### src/rtl/ram_pkg.sv
// Shared defaults for the dual-port RAM and everything that talks to it.
package ram_pkg;

    localparam int RAM_ADDR_WIDTH = 4;
    localparam int RAM_DATA_WIDTH = 8;
    localparam int RAM_DEPTH      = 2 ** RAM_ADDR_WIDTH;

endpackage : ram_pkg

### src/rtl/dual_port_ram.sv
// Simple dual-port RAM: one write port, one registered read port, shared clock.
// Storage is a flop array so the whole contents can be cleared asynchronously.
// A read and write to the same location at one edge returns the new data.
// Locations at or above DEPTH do not exist: writes there are dropped and
// reads there return zero.
module dual_port_ram
    import ram_pkg::*;
#(
    parameter int ADDR_WIDTH = RAM_ADDR_WIDTH,
    parameter int DATA_WIDTH = RAM_DATA_WIDTH,
    parameter int DEPTH      = 2 ** ADDR_WIDTH
) (
    input  logic                  clk,
    input  logic                  rst,
    input  logic                  wr_enb,
    input  logic [ADDR_WIDTH-1:0] wr_addr,
    input  logic [DATA_WIDTH-1:0] wr_data,
    input  logic                  rd_enb,
    input  logic [ADDR_WIDTH-1:0] rd_addr,
    output logic [DATA_WIDTH-1:0] rd_data
);

    logic [DATA_WIDTH-1:0] mem_q [DEPTH];
    logic [DEPTH-1:0]      wr_sel_d;
    logic [DATA_WIDTH-1:0] rd_data_d;
    logic [DATA_WIDTH-1:0] rd_data_q;

    // One-hot write strobe per location; out-of-range addresses select nothing.
    always_comb begin
        wr_sel_d = '0;
        for (int i = 0; i < DEPTH; i++) begin
            if (wr_enb && (wr_addr == ADDR_WIDTH'(i))) begin
                wr_sel_d[i] = 1'b1;
            end
        end
    end

    // Storage array: cleared asynchronously, written on the selected location.
    always_ff @(posedge clk or posedge rst) begin
        if (rst) begin
            for (int i = 0; i < DEPTH; i++) begin
                mem_q[i] <= '0;
            end
        end else begin
            for (int i = 0; i < DEPTH; i++) begin
                if (wr_sel_d[i]) begin
                    mem_q[i] <= wr_data;
                end
            end
        end
    end

    // Read mux with write-first bypass; unmatched (out-of-range) address reads zero.
    always_comb begin
        rd_data_d = '0;
        for (int i = 0; i < DEPTH; i++) begin
            if (rd_addr == ADDR_WIDTH'(i)) begin
                rd_data_d = wr_sel_d[i] ? wr_data : mem_q[i];
            end
        end
    end

    // Read result register: loads on rd_enb, holds otherwise, zeroed by reset.
    always_ff @(posedge clk or posedge rst) begin
        if (rst) begin
            rd_data_q <= '0;
        end else if (rd_enb) begin
            rd_data_q <= rd_data_d;
        end
    end

    assign rd_data = rd_data_q;

endmodule : dual_port_ram

### config.mk
export PLATFORM = sky130hd
export DESIGN_NAME = dual_port_ram
export DESIGN_NICKNAME = d
export VERILOG_FILES = /design/src/rtl/ram_pkg.sv /design/src/rtl/dual_port_ram.sv
export SDC_FILE = /design/constraint.sdc
export NUM_CORES = 1
export LEC_CHECK = 0
export BUFFER_PORTS_ARGS = -buffer_cell sky130_fd_sc_hd__buf_2
export CAP_MARGIN = 20
export CORE_MARGIN = 4
export CORE_UTILIZATION = 60
export DETAILED_ROUTE_END_ITERATION = 7
export PLACE_DENSITY = 0.77
export REMOVE_ABC_BUFFERS = 1
export SLEW_MARGIN = 10
export SYNTH_ARGS = -nofsm -noshare
export SYNTH_HDL_FRONTEND = slang
export SYNTH_SLANG_ARGS = --single-unit
### constraint.sdc
create_clock -name clk -period 11.3 [get_ports clk]
set_clock_uncertainty 0.2 [all_clocks]
set_input_delay 1.13 -clock clk [delete_from_list [all_inputs] [get_ports clk]]
set_output_delay 1.13 -clock clk [all_outputs]
set_load 0.02 [all_outputs]
==> impl_results.md <==
- Status: finished, final reports clean
- Clock buffer depth: 2
- H-tree depth: 4
- Design Power: 1.467 mW
- EDFF count, synth: 0
- I/O pins: 28
- Yosys top cell area share: 49.45%
- Via density: 6.918
- Fill count: 884
- CTS buffer count: 17
- #FFs+latches synth: 136
- Post-DP HPWL: 14880 um
- Chip height: 115.1 um
- CP Capture Type: register
- Number of distinct library cells after synthesis: 79
- Placement Rows: 38
- Skew-Pair Late Insertion Delay: 0.44 ns
- YS warnings: 0
- Hold-fix buffers, CTS: 0
- Port bufs: 27
- Area grow syn2layout: 11.05%
- Detailed Route WL: ~22000 um
- Pin count of the biggest net entering global routing: 83
- Minimum clock period: 4.075 ns
- Overflow left after global routing: 0
- Postcts setup bufs: 0
- Ys async rst share: 100.0%
- Max-slew violation count: 0
- Share of cells above drive strength 1: approximately a fifth
- Least-Margin Pin Slew: a little over 1 ns
- Crit path DAT: 4.14 ns
- Crit-path max FO: 12
- Min Hold Slack: 0.2883 ns
- Ys flop type: dfrtp_1
- Unrepaired setup endpoints after global routing: no
- Max-slew headroom: 29.68%
- Leak: 3.352 nW
- Worst-path clk slew: about 0.06 ns
- Max-cap viol count: 0
- Period utilization: 36.06%
- CP startpoint kind: input port
- Worst Hold Class: reg2reg
- Die footprint: 0.01325 sq mm
- Initial DRC Count: between 700 and 800
- Synth area leaders: dfrtp_1 (49%), mux2_2 (10%), nand2_1 (4.1%), o21ai_0 (3.8%), nand3_1 (2.5%)
- Cell count after synthesis: between 600 and 700
- Fmax: 0.2454 GHz
- Post-synthesis sequential area ratio: 49.45%
- Initial Util: 62.39%
- Nets@finish: 699
- PD cells: 192.0 mW/mm^2
- Mapped Area: 0.006882 sq mm
- CTS resizes: 0
- # DRC: 0
- Core Area: 0.01103 sq mm
- Final setup fails: 0
- Syn Area/Cell: slightly above 10 sq um
- Antenna Cells: 0
- VDD IR max: 0.0002026 V
- CTS tree: built
- Final Hold Fails: 0
- First-pass GRT wire length: 33950 um
- Via count: 5756
- Initial antenna violation count: 1
- Routed Antenna Nets: 0
- WL per Instance: 26.24 um
- Vias in the first global route: 5856
- GPL Wtd Cong: 0.9730
- DRT Pass-1 Iters: 5
- Total Neg Setup Slack: 0 ns
- Critical path required time: about 11 ns
- CTS sink cnt: between 100 and 150
- CP Class: in2reg
- Root Driver: clkbuf_16
- Yosys top cell by area: dfrtp_1
- Gr usage total: 34.67%
- Die W: 115.1 um
[cell usage after synthesis (4+ instances only)]
cell         n
mux2i_1     12
or2_1        4
nand2_1     75
mux2_2      64
inv_1       20
o21ai_0     52
o221ai_1     7
nand2b_1     6
nor3_1      16
nand3_1     35
nor2_1      31
nor4_1       4
o21bai_1     5
nor2b_1      7
o21ai_1      8
a21oi_1     28
clkbuf_1    30
a221oi_1     7
mux2_1       5
a211oi_1     5
a2111oi_0    5
dfrtp_1    136
a21o_1       4
a22oi_1      8
buf_2       11
o211ai_1     4
nor2_2       4
[stage by stage]
stage / setup WS [ns] / util (%) / std cells / area (sq um)
after global routing: 7.244 / 69.28 / 832 / 7642
after floorplan: 6.331 / - / 627 / 6665
final: 7.225 / 69.28 / 832 / 7642
after global placement: 6.915 / 63.69 / 800 / 7025
after CTS: 7.401 / 69.28 / 832 / 7642
after detailed placement: 6.996 / 63.69 / 800 / 7025
[kinds of logic (layout without fill, tap and decap cells)]
kind of cell	count (synthesis)	count (layout)	synth area share, %
AOI/OAI and AO/OA	176	176	17.35
and+or+nand+nor	210	210	15.24
DFF	136	136	49.45
xor gates and xnor gates	2	2	0.2546
muxes	83	83	13.47
buffers and inverters	67	85	4.236
[sequential cells by signal (all words and copies together), names as in the netlist]
signal,cells
mem_q,128
rd_data,8
[area by class of cell]
| type | instances | area (sq um) | area share [%] |
|---|---|---|---|
| Timing Repair Buffer | 33 | 180.2 | 2.358 |
| Clock buffer | 21 | 470.5 | 6.156 |
| Sequential cell | 136 | 3403 | 44.53 |
| Inverter | 20 | 80.08 | 1.048 |
| Tap cell | 140 | 175.2 | 2.292 |
| Multi-Input combinational cell | 471 | 3187 | 41.70 |
| Clock inverter | 11 | 146.4 | 1.916 |
[report_power, final]
part	internal, mW	switching (mW)
Clock	0.363	0.216
Combinational	0.101	0.157
Sequential	0.593	0.0365
[worst paths after layout]
kind / startpoint / to / slack [ns] / cells after the start
worst max-delay path: wr_addr[0] / rd_data[5] / 7.22 / 7
worst min-delay path: mem_q[108] / mem_q[108] / 0.29 / 2
worst max register to register: rd_data[5] / rd_data[5] / 8.73 / 5
worst min register to register: mem_q[108] / mem_q[108] / 0.29 / 2
max in group asynchronous: rst / mem_q[57] / 9.00 / 3
min in group asynchronous: rst / mem_q[28] / 0.65 / 2
[critical path: stages]
cell and delay [ns]:
buf_2 0.19, nor2b_1 0.84, nand2_4 0.25, mux2_1 0.43, a211o_1 0.27, a2111oi_0 0.81, a41oi_1 0.22
[layout by cell type (no fill, tap or decap), types with 6 or more instances in the layout]
master | synthesis | routed
dfrtp_1 | 136 | 136
nand2_1 | 75 | 75
mux2_2 | 64 | 64
o21ai_0 | 52 | 52
nand3_1 | 35 | 35
nor2_1 | 31 | 31
a21oi_1 | 28 | 28
buf_2 | 11 | 27
inv_1 | 20 | 19
clkbuf_16 | 0 | 17
nor3_1 | 16 | 16
mux2i_1 | 12 | 12
o21ai_1 | 8 | 8
a22oi_1 | 8 | 8
nor2b_1 | 7 | 7
a221oi_1 | 7 | 7
o221ai_1 | 7 | 7
nand2b_1 | 6 | 6
buf_4 | 1 | 6
[per-layer routing]
metal | track usage (%) | up-vias | share of wire [%]
li1 | - | 2467 | -
met1 | 46.31 | 2862 | 40
met2 | 52.82 | 336 | 46
met3 | 9.368 | 89 | 9.1
met4 | 16.59 | 2 | 5.0
met5 | 0 | - | 0.064
No activity file was read; power rests on OpenSTA's default activity.
